[config.mk]
export PLATFORM = sky130hd
export DESIGN_NAME = eig_regime_monitor
export DESIGN_NICKNAME = d
export VERILOG_FILES = /design/src/rtl/eig_regime_monitor.sv
export SDC_FILE = /design/constraint.sdc
export NUM_CORES = 1
export LEC_CHECK = 0
export ABC_AREA = 0
export BUFFER_PORTS_ARGS = -buffer_cell sky130_fd_sc_hd__buf_2
export CAP_MARGIN = 20
export CORE_MARGIN = 8
export CORE_UTILIZATION = 45
export CTS_CLUSTER_SIZE = 12
export DETAILED_ROUTE_END_ITERATION = 10
export MAX_ROUTING_LAYER = met4
export PLACE_DENSITY = 0.86
export SYNTH_ARGS = -nofsm -noshare
export SYNTH_HDL_FRONTEND = slang
export SYNTH_SLANG_ARGS = --single-unit
[constraint.sdc]
create_clock -name clk -period 3.6 [get_ports clk]
set_input_delay 0.54 -clock clk [delete_from_list [all_inputs] [get_ports clk]]
set_output_delay 0.54 -clock clk [all_outputs]
set_load 0.05 [all_outputs]
[src/rtl/eig_regime_monitor.sv]
// -----------------------------------------------------------------------------
// eig_regime_monitor
//
// Purpose:
//   Sits downstream of the eigen core. Every completed result (regime, kappa,
//   inv_kappa) is classified as good / bad / malformed. A watchdog FSM debounces
//   the bad/good stream into OK / WARN / ALARM. A starvation timer turns a long
//   silence into a stale event, which counts as one bad result.
//
// Handshake:
//   i_res_valid is a one-cycle, valid-only strobe. There is no ready. The result
//   is consumed in the same cycle if i_ena is high. If i_ena is low, the result is
//   dropped.
//
// Ports:
//   clk, rst_n       clock; asynchronous active-low reset
//   i_ena            global enable; low freezes every register
//   i_res_valid      result strobe
//   i_regime         one-hot regime (001 under, 010 critical, 100 over)
//   i_kappa          signed Q16.16 oscillation term
//   i_inv_kappa      signed Q16.16 reciprocal of kappa
//   i_kappa_hi       signed threshold, sampled with i_res_valid
//   i_alarm_clr      synchronous clear request
//   o_alarm/o_warn   state decode (registered)
//   o_stale          sticky starvation flag
//   o_alarm_evt      one-cycle pulse on ALARM entry
//   o_fsm_state      00 IDLE, 01 OK, 10 WARN, 11 ALARM (debug / observability)
//   o_bad_run        consecutive-bad count, saturating at 255
//   o_fault_cnt      malformed-result count, saturating at 16'hFFFF
//   o_last_regime    regime of the last accepted result
// -----------------------------------------------------------------------------
module eig_regime_monitor #(
  parameter int W       = 32,
  parameter int TRIP_N  = 4,
  parameter int CLEAR_N = 8,
  parameter int TIMEOUT = 1024
) (
  input  logic         clk,
  input  logic         rst_n,
  input  logic         i_ena,
  input  logic         i_res_valid,
  input  logic [2:0]   i_regime,
  input  logic [W-1:0] i_kappa,
  input  logic [W-1:0] i_inv_kappa,
  input  logic [W-1:0] i_kappa_hi,
  input  logic         i_alarm_clr,
  output logic         o_alarm,
  output logic         o_warn,
  output logic         o_stale,
  output logic         o_alarm_evt,
  output logic [1:0]   o_fsm_state,
  output logic [7:0]   o_bad_run,
  output logic [15:0]  o_fault_cnt,
  output logic [2:0]   o_last_regime
);

  localparam int TW = (TIMEOUT > 2) ? $clog2(TIMEOUT) : 1;
  localparam int GW = $clog2(CLEAR_N + 1);
  localparam logic [TW-1:0] TIMER_MAX = TW'(TIMEOUT - 1);
  localparam logic [GW-1:0] GOOD_LAST = GW'(CLEAR_N - 1);

  typedef enum logic [1:0] {
    S_IDLE  = 2'b00,
    S_OK    = 2'b01,
    S_WARN  = 2'b10,
    S_ALARM = 2'b11
  } state_t;

  state_t          r_state;
  logic [7:0]      r_bad_run;
  logic [GW-1:0]   r_good_run;
  logic [TW-1:0]   r_timer;
  logic            r_stale;
  logic            r_alarm;
  logic            r_warn;
  logic            r_alarm_evt;
  logic [15:0]     r_fault_cnt;
  logic [2:0]      r_last_regime;

  logic            w_onehot;
  logic            w_malformed;
  logic            w_bad_res;
  logic            w_timeout;
  logic            w_event;
  logic            w_event_bad;
  logic [7:0]      w_bad_inc;
  state_t          w_cur;
  state_t          w_nxt_state;
  logic [7:0]      w_nxt_bad;
  logic [GW-1:0]   w_nxt_good;
  logic            w_nxt_evt;
  logic [TW-1:0]   w_nxt_timer;

  // Classification of the result presented this cycle.
  always_comb begin
    w_onehot    = (i_regime == 3'b001) || (i_regime == 3'b010) || (i_regime == 3'b100);
    // An underdamped result whose reciprocal collapsed to zero while kappa did not
    // is internally inconsistent.
    w_malformed = !w_onehot ||
                  ((i_regime == 3'b001) && (i_inv_kappa == '0) && (i_kappa != '0));
    w_bad_res   = w_malformed ||
                  ((i_regime == 3'b001) && ($signed(i_kappa) > $signed(i_kappa_hi)));
  end

  // A real result in the expiry cycle takes priority, so a timeout is only
  // raised on a silent cycle.
  always_comb begin
    w_timeout   = !i_res_valid && (r_state != S_IDLE) && (r_timer == TIMER_MAX);
    w_event     = i_res_valid || w_timeout;
    w_event_bad = w_timeout || (i_res_valid && w_bad_res);
    w_bad_inc   = (r_bad_run == 8'hFF) ? 8'hFF : r_bad_run + 8'd1;

    if (i_res_valid || (r_state == S_IDLE) || w_timeout) begin
      w_nxt_timer = '0;
    end else begin
      w_nxt_timer = r_timer + TW'(1);
    end
  end

  // Debounce transitions. The first result out of IDLE is classified as though
  // the FSM were already in OK.
  always_comb begin
    w_cur       = ((r_state == S_IDLE) && i_res_valid) ? S_OK : r_state;
    w_nxt_state = r_state;
    w_nxt_bad   = r_bad_run;
    w_nxt_good  = r_good_run;
    w_nxt_evt   = 1'b0;
    if (w_event) begin
      w_nxt_state = w_cur;
      case (w_cur)
        S_OK: begin
          if (w_event_bad) begin
            w_nxt_bad = 8'd1;
            if (TRIP_N == 1) begin
              w_nxt_state = S_ALARM;
              w_nxt_evt   = 1'b1;
            end else begin
              w_nxt_state = S_WARN;
            end
          end
        end
        S_WARN: begin
          if (w_event_bad) begin
            w_nxt_bad = w_bad_inc;
            if (int'(w_bad_inc) >= TRIP_N) begin
              w_nxt_state = S_ALARM;
              w_nxt_evt   = 1'b1;
            end
          end else begin
            w_nxt_bad   = 8'd0;
            w_nxt_state = S_OK;
          end
        end
        S_ALARM: begin
          if (w_event_bad) begin
            w_nxt_good = '0;
            w_nxt_bad  = w_bad_inc;
          end else if (r_good_run == GOOD_LAST) begin
            w_nxt_state = S_OK;
            w_nxt_good  = '0;
            w_nxt_bad   = 8'd0;
          end else begin
            w_nxt_good = r_good_run + GW'(1);
          end
        end
        default: begin
        end
      endcase
    end
  end

  always_ff @(posedge clk or negedge rst_n) begin
    if (!rst_n) begin
      r_state       <= S_IDLE;
      r_bad_run     <= 8'd0;
      r_good_run    <= '0;
      r_timer       <= '0;
      r_stale       <= 1'b0;
      r_alarm       <= 1'b0;
      r_warn        <= 1'b0;
      r_alarm_evt   <= 1'b0;
      r_fault_cnt   <= 16'd0;
      r_last_regime <= 3'b000;
    end else if (i_ena) begin
      if (i_alarm_clr) begin
        // IDLE means nothing has been accepted yet, so a clear leaves it there.
        r_state     <= (r_state == S_IDLE) ? S_IDLE : S_OK;
        r_bad_run   <= 8'd0;
        r_good_run  <= '0;
        r_timer     <= '0;
        r_stale     <= 1'b0;
        r_alarm     <= 1'b0;
        r_warn      <= 1'b0;
        r_alarm_evt <= 1'b0;
      end else begin
        r_state     <= w_nxt_state;
        r_bad_run   <= w_nxt_bad;
        r_good_run  <= w_nxt_good;
        r_timer     <= w_nxt_timer;
        r_alarm     <= (w_nxt_state == S_ALARM);
        r_warn      <= (w_nxt_state == S_WARN);
        r_alarm_evt <= w_nxt_evt;
        if (w_timeout) begin
          r_stale <= 1'b1;
        end
        if (i_res_valid) begin
          r_last_regime <= i_regime;
          if (w_malformed && (r_fault_cnt != 16'hFFFF)) begin
            r_fault_cnt <= r_fault_cnt + 16'd1;
          end
        end
      end
    end
  end

  assign o_alarm       = r_alarm;
  assign o_warn        = r_warn;
  assign o_stale       = r_stale;
  assign o_alarm_evt   = r_alarm_evt;
  assign o_fsm_state   = r_state;
  assign o_bad_run     = r_bad_run;
  assign o_fault_cnt   = r_fault_cnt;
  assign o_last_regime = r_last_regime;

endmodule

==> results of run 1 <==
-- registers in the layout, indices dropped and copies added (netlist names), 2 cells and up --
register,count
r_timer,10
o_fault_cnt,16
o_last_regime,3
o_fsm_state,2
r_good_run,4
o_bad_run,8
-- layout by cell type, fill, tap and decap left out, types with 13 or more instances in the layout --
cell     instances
o21ai_0         18
nand2_1         32
nand3_1         22
nor4_1          14
dfrtp_1         47
inv_1           40
ha_1            36
nand4_1         13
buf_2          136
nor2_1          19
a21oi_1         20
-- cell type report --
| cell class | count | share of cell area (%) |
|---|---|---|
| multi-input combinational | 298 | 48.3 |
| sequential | 47 | 26.5 |
| timing repair buffer | 140 | 16.3 |
| inverter | 41 | 3.47 |
| tap | 102 | 2.88 |
| clock buffer | 5 | 1.55 |
| clock inverter | 3 | 1.04 |
-- kinds of logic after synthesis --
group,count (synthesis)
compound gates,97
xor+xnor,17
fa+ha+maj,36
buf+inv,47
flops,47
mux,5
simple gates,143
-- worst max-delay path: stages --
cell	delay, ns
buf_2	0.11
ha_1	0.34
nand4_1	0.15
or2_1	0.30
nor4_4	0.34
a31o_2	0.23
a31oi_4	0.05
o311ai_4	0.42
and2_1	0.39
o22a_1	0.21
-- routing by layer --
metal / wire, um / track usage [%] / up-vias
li1: - / - / 1741
met1: 4360 / 21.5 / 1665
met2: 5370 / 34.2 / 141
met3: 531 / 3.84 / 10
met4: 98 / 4.34 / 0
met5: 0 / - / -
-- worst max path at each step --
stage / to / depth (start not counted)
6_report: o_bad_run[2]$_DFFE_PN0P_ / 10
5_1_grt: o_bad_run[5]$_DFFE_PN0P_ / 10
4_1_cts: o_bad_run[5]$_DFFE_PN0P_ / 10
3_5_place_dp: o_bad_run[5]$_DFFE_PN0P_ / 10
3_3_place_gp: o_bad_run[2]$_DFFE_PN0P_ / 10
2_1_floorplan: o_bad_run[4]$_DFFE_PN0P_ / 10
-- power breakdown --
group          leakage, nW  switching (mW)  internal, mW  total, mW
clock network       0.0548           0.187         0.209      0.396
registers            0.634          0.0682         0.578      0.646
logic                 1.62           0.301         0.172      0.473
-- per-stage QoR --
stage / hold slack, ns / cells / setup slack (ns) / power (mW)
finish: 0.0821 / 636 / 0.748 / 1.52
global route: 0.0818 / 636 / 0.557 / 1.60
CTS: 0.450 / 635 / 0.748 / 1.52
detailed placement: 0.469 / 627 / 0.452 / 1.13
global placement: 0.466 / 627 / 0.501 / 1.11
floorplan: 0.244 / 392 / 0.867 / 0.957
==> out/summary.md, run 1 <==
### Route
* 4 — count of TritonRoute iterations in the first routing pass
* 16.3 um — final routed wire length divided by cell count
* 100 — number of DRC violations after detailed-routing iteration 0
* 0 — Post-route DRC
* 3557 — vias
* 10.4 mm — post-detailed-routing wire length
* 0 — Detail Route Antenna Nets
* 5.59 — via-per-instance ratio

### Clock network
* built — clock tree from TritonCTS
* clkbuf_8 — Root Buffer Master
* 0 — buffers inserted during post-CTS setup optimization
* 2 — clk buf depth
* 0 — Resize count post-CTS
* 0.31 ns — clock network latency to the later pin of the worst-skew pair
* 0 — number of hold buffers added after CTS
* 5 — CTS Buf Count
* 0.09 ns — clock-pin slew on the worst setup and hold paths
* 2 — H-tree levels
* 47 — CTS Sinks

### Setup path
* r_timer[0]$_DFFE_PN0P_ — R2R Path Start
* 8 — worst-case reg-to-reg path depth
* 1.06 ns — setup slack of the most critical reg-to-reg path
* 8 — Critical Path Fanout Max
* flop — Worst Setup End Kind
* 3.10 ns — CP Data Arrival Time
* in2reg — startpoint-to-endpoint class of the critical path
* o_bad_run[2]$_DFFE_PN0P_ — worst reg2reg endpoint
* 3.84 ns — worst path required time
* i_kappa[31] — start point of the critical path
* input pin — kind of launch point of the worst setup path

### STA
* 0 ns — total negative slack
* 0.351 GHz — maximum frequency from static timing analysis
* 79.2% — share of the cycle needed by the critical path after routing
* 0.0118 ns — maximum clock skew at final layout
* 0 — total of endpoints with negative setup slack in the final report
* 2.85 ns — minimum period implied by the final worst setup slack
* 0 — final max-slew violation count
* false — RSZ-0062 raised after global routing
* 0 — number of failing hold endpoints at the final stage
* 0.843 ns — slew at the pin closest to its max-slew limit
* 43.5% — worst slew margin relative to its limit

### Logic synthesis
* 3500 sq um — area of the mapped netlist
* dfrtp_1, ha_1, inv_1 — leading cell types by total area after synthesis
* 12.9% — adder and majority cell fraction of the synthesized area
* dfrtp_1 — largest area contributor in the netlist
* dfrtp_1 — most frequently used flop master after synthesis
* dfrtp_1, inv_1, ha_1 — top cell types by occurrence after synthesis
* 0 — Ys Warns
* 33.6% — register area share after synthesis
* 4.25% — post-synthesis xor/xnor area fraction
* 8.93 sq um — synthesized area per cell
* 47 — flip-flop and latch count after synthesis
* 20.3% — area fraction in compound gates after synthesis
* 33.6% — Synth top area share
* dfrtp_1 — cell with the most instances after synthesis
* 0 — number of enable-type register cells in the synthesized netlist
* 59 — number of distinct library cells after synthesis
* 1.57% — mux cell area share after synthesis
* 100% — async set or reset register ratio after synthesis
* 392 — cell count after synthesis
* 532 — net count after synthesis
* simple AND/OR/NAND/NOR gates — dominant combinational cell family by area after synthesis
* 22.2% — simple-gate share of the synthesized area

### GRT
* 3747 — number of global-route vias before repair
* 0 — total congestion overflow
* 19.2% — combined global-route utilization of all metal layers
* 17.1 mm — global-route wire length before repair
* 48 — largest net degree at the start of global routing
* 0 — initial antenna violation count

### Finish
* 0 — count of inserted antenna diode cells
* 26.8% — area growth from synthesis to layout
* 2140 sq um — multi-input logic area
* 58.0% — core utilization of the finished layout
* 1180 sq um — total area of sequential cells
* 659 — fillcell total
* 30.9% — layout cells sized above 1
* 4440 sq um — Non-Filler Cell Area, Final
* 673 — number of nets in the final layout

### Floorplan
* 32 — Placement Rows
* 45.8% — Initial Util
* 104 um — DIE WIDTH
* 7650 sq um — core area
* 10900 sq um — die area
* 104 um — height of the die
* 137 — number of top-level pins

### Placed design
* 136 — number of input and output port buffers inserted
* 4300 sq um — area after detailed placement
* 8.57 mm — hpwl dp
* 0.876 — last weighted congestion value of the routability-driven placer

### Pwr
* 0.000156 V — worst vdd ir
* 2.30 nW — Leak
* 341 nW/um^2 — power per unit of standard cell area

### Outcome
* finished clean — result of the run

### Run
* 0 — # Max-Cap Violations

### Hold path
* in2async — path type of the worst min-delay path

No activity file was read; power rests on OpenSTA's default activity.
==> inputs of run 2 (changes only) <==
- PLACE_DENSITY: 0.86 -> 0.89
- clock period: 3.6 -> 2.6 ns (I/O delays scaled with it)
==> out/summary.md, run 2 (synthesis gave the netlist of run 1 again) <==
### Outcome
* finished clean — result of the run

### STA
* 0.0858 ns — worst setup margin, -0.663 ns
* 96.7% — share of the cycle needed by the critical path after routing
* 0 — number of failing hold endpoints at the final stage, unchanged
* 0 — total of endpoints with negative setup slack in the final report, unchanged
* 71.1% — worst slew margin relative to its limit, +28 points
* 0 ns — total negative slack, unchanged
* 0.432 ns — slew at the pin closest to its max-slew limit, -0.411 ns
* 0 — final max-slew violation count, unchanged
* 0.00858 ns — maximum clock skew at final layout, -0.00323 ns
* 2.51 ns — minimum period implied by the final worst setup slack
* 0.398 GHz — maximum frequency from static timing analysis
* true — RSZ-0062 raised after global routing

### Hold path
* o_stale$_DFFE_PN0P_ — worst-case hold path end point
* 2 — hold-critical path depth
* i_alarm_clr — start point of the worst min-delay path
* in2reg — path type of the worst min-delay path

### GRT
* 18.1 mm — global-route wire length before repair, +6.0%
* 4085 — number of global-route vias before repair, +9.0%
* 1 — initial antenna violation count, +1
* 38.1% — met2 global-route usage, +3.9 points
* 20.9% — global routing met1 resource utilization, -0.60 points
* met2 — global route hottest layer
* 3.41% — routing usage on met3, -0.43 points
* 48 — largest net degree at the start of global routing, unchanged
* 20.3% — combined global-route utilization of all metal layers, +1.1 points
* 0 — total congestion overflow, unchanged

### Pwr
* 452 nW/um^2 — power per unit of standard cell area, +32%
* 0.000227 V — worst vdd ir, +46%
* 41.7% — sequential cell fraction of total power, -1.0 points
* 36.0% — switching portion of total power, -0.72 points
* 24.2% — clock group share of total power, -1.9 points
* 34.1% — share of total power in combinational logic, +2.9 points
* 0.764 mW — Psw, +38%
* 1.36 mW — internal power of the cells, +42%
* 2.46 nW — Leak, +6.8%

### Clock network
* 2 — H-tree levels, unchanged
* 2 — clk buf depth, unchanged
* 0.08 ns — clock-pin slew on the worst setup and hold paths, about the same
* 5 — CTS Buf Count, unchanged
* 47 — CTS Sinks, unchanged
* built — clock tree from TritonCTS
* clkbuf_8 — Root Buffer Master
* 0.30 ns — clock network latency to the later pin of the worst-skew pair, about the same

### Finish
* 34.9% — layout cells sized above 1, +4.0 points
* 707 — number of nets in the final layout, +5.1%
* 4700 sq um — Non-Filler Cell Area, Final, +5.9%
* buf_2, dfrtp_1, inv_1 — highest-count cells in the layout ignoring fill and taps
* 34.3% — area growth from synthesis to layout
* 16 — flip-flop count of the largest register, all copies and words added, unchanged
* buf_2 — leading cell type in the layout, fill and taps excluded
* 670 — count of placed standard cells in the final layout, fillers left out, +5.3%

### Route
* 10.8 mm — post-detailed-routing wire length, +4.3%
* 96 — number of DRC violations after detailed-routing iteration 0, -4.0%
* 0 — Detail Route Antenna Nets, unchanged
* 0 — Post-route DRC, unchanged
* 16.1 um — final routed wire length divided by cell count, -0.99%
* 3738 — vias, +5.1%
* 5.58 — via-per-instance ratio, -0.24%
* 4 — count of TritonRoute iterations in the first routing pass, unchanged

### Floorplan
* 32 — Placement Rows, unchanged
* 45.8% — Initial Util, unchanged
* 7650 sq um — core area, unchanged
* 104 um — DIE WIDTH, unchanged
* 10900 sq um — die area, unchanged
* 104 um — height of the die, unchanged
* 137 — number of top-level pins, unchanged

### Placed design
* 657 — placed cell count, +4.8%
* -0.248 ns — worst slack, placed, -0.700 ns
* 0.900 — last weighted congestion value of the routability-driven placer, +2.8%
* 136 — number of input and output port buffers inserted, unchanged
* 4530 sq um — area after detailed placement, +5.2%
* 8.97 mm — hpwl dp, +4.7%

### Setup path
* 6 — Critical Path Fanout Max, -2
* 2.77 ns — worst path required time, -1.07 ns
* 8 — worst-case reg-to-reg path depth, unchanged
* flop — Worst Setup End Kind
* i_kappa[14] — start point of the critical path
* in2reg — startpoint-to-endpoint class of the critical path
* 0.27 ns — setup slack of the most critical reg-to-reg path, -0.79 ns
* input pin — kind of launch point of the worst setup path
* r_timer[0]$_DFFE_PN0P_ — R2R Path Start
* 2.69 ns — CP Data Arrival Time, -0.41 ns
* o_alarm$_DFFE_PN0P_ — worst reg2reg endpoint

### Run
* 0 — # Max-Cap Violations, unchanged

[run 2: metal layers]
metal / part of all wire [%] / up-vias
li1: - / 1814
met1: 40 / 1760
met2: 54 / 146
met3: 4.9 / 18
met4: 1.5 / 0
met5: 0 / -
[run 2: power by group through the flow]
stage          logic [mW]  clock network (mW)  registers, mW
5_1_grt             0.791               0.564          0.897
3_3_place_gp        0.687                   0          0.894
6_report            0.725               0.515          0.885
2_1_floorplan       0.278                   0           1.05
4_1_cts             0.719               0.532          0.885
3_5_place_dp        0.717                   0          0.899
[run 2: per-stage QoR]
| stage | hold slack [ns] | total power [mW] | util [%] |
|---|---|---|---|
| after floorplan | 0.0944 | 1.32 | - |
| after global placement | 0.466 | 1.58 | 59.2 |
| after detailed placement | 0.469 | 1.62 | 59.2 |
| after CTS | 0.310 | 2.14 | 60.6 |
| after global routing | 0.377 | 2.25 | 61.5 |
| final | 0.373 | 2.13 | 61.5 |
[run 2: area by class of cell]
cell class,count,area (sq um)
flip-flops and latches,47,1180
clock inverters,1,30.0
diodes,1,2.50
repair buffers,174,981
well taps,102,128
fillers,644,2950
inverters,41,154
multi-input cells,298,2160
clock buffers,6,72.6
[run 2: worst max-delay path, cell delays in order]
cell	delay, ns
buf_2	0.11
ha_1	0.32
a21oi_1	0.15
nand2_1	0.09
a221o_1	0.39
o31ai_4	0.28
a31oi_4	0.16
nor2_2	0.27
o311ai_2	0.17
o41ai_1	0.36
[run 2: worst max path at each step]
stage,to,slack (ns),cells after the start
final,o_alarm$_DFFE_PN0P_,0.09,10
after global routing,o_alarm$_DFFE_PN0P_,-0.003,10
after CTS,o_bad_run[4]$_DFFE_PN0P_,0.07,10
after detailed placement,o_bad_run[4]$_DFFE_PN0P_,-0.25,10
after global placement,o_bad_run[2]$_DFFE_PN0P_,-0.13,10
after floorplan,o_bad_run[4]$_DFFE_PN0P_,0.02,10
[run 2: what timing repair did]
item                                    in CTS  in global routing
setup buffers                                0                  3
hold endpoints to repair                     0                  5
endpoints found under the setup margin       0                 15
hold buffers                                 0                  1
resized for setup                            0                  5
==> inputs of run 3 (changes only) <==
- BUFFER_PORTS_ARGS: -buffer_cell sky130_fd_sc_hd__buf_2 -> not set
- DONT_BUFFER_PORTS: not set -> 1
- PLACE_DENSITY: 0.89 -> 0.73
==> out/summary.md, run 3 (synthesis gave the netlist of run 1 again) <==
### GRT
* 0 — initial antenna violation count, -1
* 16.4 mm — global-route wire length before repair, -9.4%
* 18.4% — combined global-route utilization of all metal layers, -1.8 points
* 3428 — number of global-route vias before repair, -16%
* 0 — total congestion overflow, unchanged
* 48 — largest net degree at the start of global routing, unchanged

### Clock network
* clkbuf_8 — Root Buffer Master
* 0.29 ns — clock network latency to the later pin of the worst-skew pair, about the same
* built — clock tree from TritonCTS
* 5 — CTS Buf Count, unchanged
* 47 — CTS Sinks, unchanged
* 2 — H-tree levels, unchanged
* 0.08 ns — clock-pin slew on the worst setup and hold paths, about the same
* 2 — clk buf depth, unchanged
* 0 — buffers inserted during post-CTS setup optimization, unchanged

### Route
* 9.83 mm — post-detailed-routing wire length, -9.1%
* 3198 — vias, -14%
* 5.96 — via-per-instance ratio, +6.7%
* 4 — count of TritonRoute iterations in the first routing pass, unchanged
* 0 — Detail Route Antenna Nets, unchanged
* 124 — number of DRC violations after detailed-routing iteration 0, +29%
* 0 — Post-route DRC, unchanged
* 18.3 um — final routed wire length divided by cell count, +13%

### Floorplan
* 10900 sq um — die area, unchanged
* 7650 sq um — core area, unchanged
* 32 — Placement Rows, unchanged
* 45.8% — Initial Util, unchanged
* 104 um — height of the die, unchanged
* 104 um — DIE WIDTH, unchanged
* 137 — number of top-level pins, unchanged

### Placed design
* 8.17 mm — hpwl dp, -8.9%
* 0.850 — last weighted congestion value of the routability-driven placer, -5.6%
* 0 — number of input and output port buffers inserted, -100%
* 3900 sq um — area after detailed placement, -14%

### STA
* 0.646 ns — slew at the pin closest to its max-slew limit, +0.214 ns
* false — RSZ-0062 raised after global routing
* 0 — final max-slew violation count, unchanged
* 92.8% — share of the cycle needed by the critical path after routing, -3.9 points
* 0.414 GHz — maximum frequency from static timing analysis, +4.2%
* 0 ns — total negative slack, unchanged
* 0 — total of endpoints with negative setup slack in the final report, unchanged
* 0.00589 ns — maximum clock skew at final layout, -0.00269 ns
* 56.9% — worst slew margin relative to its limit, -14 points
* 2.41 ns — minimum period implied by the final worst setup slack, -0.101 ns
* 0 — number of failing hold endpoints at the final stage, unchanged

### Setup path
* 6 — Critical Path Fanout Max, unchanged
* input pin — kind of launch point of the worst setup path
* in2reg — startpoint-to-endpoint class of the critical path
* 2.58 ns — CP Data Arrival Time, -0.11 ns
* flop — Worst Setup End Kind
* 2.77 ns — worst path required time, about the same
* inv_1 > ha_1 > nand4_1 > or2_1 > nor4_4 > a31o_2 > a31oi_4 > nor2_2 > o311ai_2 > o41ai_1 — Critical Path, Cell by Cell
* 1 — buffers and inverters on the worst path, unchanged
* simple AND/OR/NAND/NOR gates — Top Family by Delay on Critical Path
* o41ai_1 — standard cell with the maximum stage delay on the critical path
* 0.38 ns — maximum cell stage delay along the critical path, about the same

### Pwr
* 1.92 nW — Leak, -22%
* 498 nW/um^2 — power per unit of standard cell area, +10%
* 0.000302 V — worst vdd ir, +33%

### Run
* 0 — # Max-Cap Violations, unchanged

### Finish
* 4040 sq um — Non-Filler Cell Area, Final, -14%
* 16 — flip-flop count of the largest register, all copies and words added, unchanged
* dfrtp_1 — leading cell type in the layout, fill and taps excluded
* 0 — count of inserted antenna diode cells, -1
* 14.7% — layout cells sized above 1, -20 points
* dfrtp_1, inv_1, buf_4 — highest-count cells in the layout ignoring fill and taps
* 15.4% — area growth from synthesis to layout
* 575 — number of nets in the final layout, -19%

### Hold path
* in2reg — path type of the worst min-delay path

### Outcome
* finished clean — result of the run

## run 3: changes by cell type in the layout (fill, tap and decap cells not counted), sizes merged
cell and delta:
buf -132, diode -1
## run 3: timing repair
| item | CTS | global route |
|---|---|---|
| hold endpoints to repair | 47 | 0 |
| gates resized for setup | 0 | 0 |
| hold buffers | 2 | 0 |
## run 3: per-layer routing
| layer | wire, um | share of wire, % | GRT usage [%] |
|---|---|---|---|
| met1 | 3790 | 39 | 19.0 |
| met2 | 5180 | 53 | 33.8 |
| met3 | 662 | 6.7 | 4.28 |
| met4 | 195 | 2.0 | 5.58 |
| met5 | 0 | 0 | - |
## run 3: worst paths after layout
kind	cells after the start	endpoint	slack, ns	start
max reg2reg	8	o_alarm$_DFFE_PN0P_	0.29	r_timer[0]$_DFFE_PN0P_
min in group asynchronous	2	o_bad_run[5]$_DFFE_PN0P_	0.60	rst_n
min reg2reg	2	r_good_run[3]$_DFFE_PN0P_	0.51	r_good_run[3]$_DFFE_PN0P_
max	10	o_alarm$_DFFE_PN0P_	0.19	i_kappa_hi[31]
max in group asynchronous	2	o_fault_cnt[3]$_DFFE_PN0P_	1.78	rst_n
min	1	o_stale$_DFFE_PN0P_	0.17	i_alarm_clr
## run 3: power by group
group | switching, mW | leakage [nW] | total, mW | internal (mW)
registers | 0.0962 | 0.634 | 0.896 | 0.800
logic | 0.382 | 1.23 | 0.601 | 0.219
clock network | 0.232 | 0.0513 | 0.514 | 0.282
total | 0.710 | 1.92 | 2.01 | 1.30
## run 3: layout make-up
| cell class | instances | area [sq um] |
|---|---|---|
| Fill cell | 686 | 3610 |
| Timing Repair Buffer | 42 | 338 |
| Clock buffer | 6 | 72.6 |
| Tap cell | 102 | 128 |
| Multi-Input combinational cell | 298 | 2140 |
| Inverter | 41 | 154 |
| Sequential cell | 47 | 1180 |
| Clock inverter | 1 | 30.0 |
## run 3: metrics by stage
step	setup slack [ns]	cells	utilization [%]	hold slack, ns	total power [mW]
6_report	0.187	537	52.8	0.170	2.01
5_1_grt	0.00553	537	52.8	0.160	2.12
4_1_cts	0.157	537	52.8	0.161	2.04
3_5_place_dp	-0.117	528	51.0	0.0961	1.50
3_3_place_gp	-0.0868	528	51.0	0.0961	1.48
2_1_floorplan	0.0165	392	-	0.0944	1.32
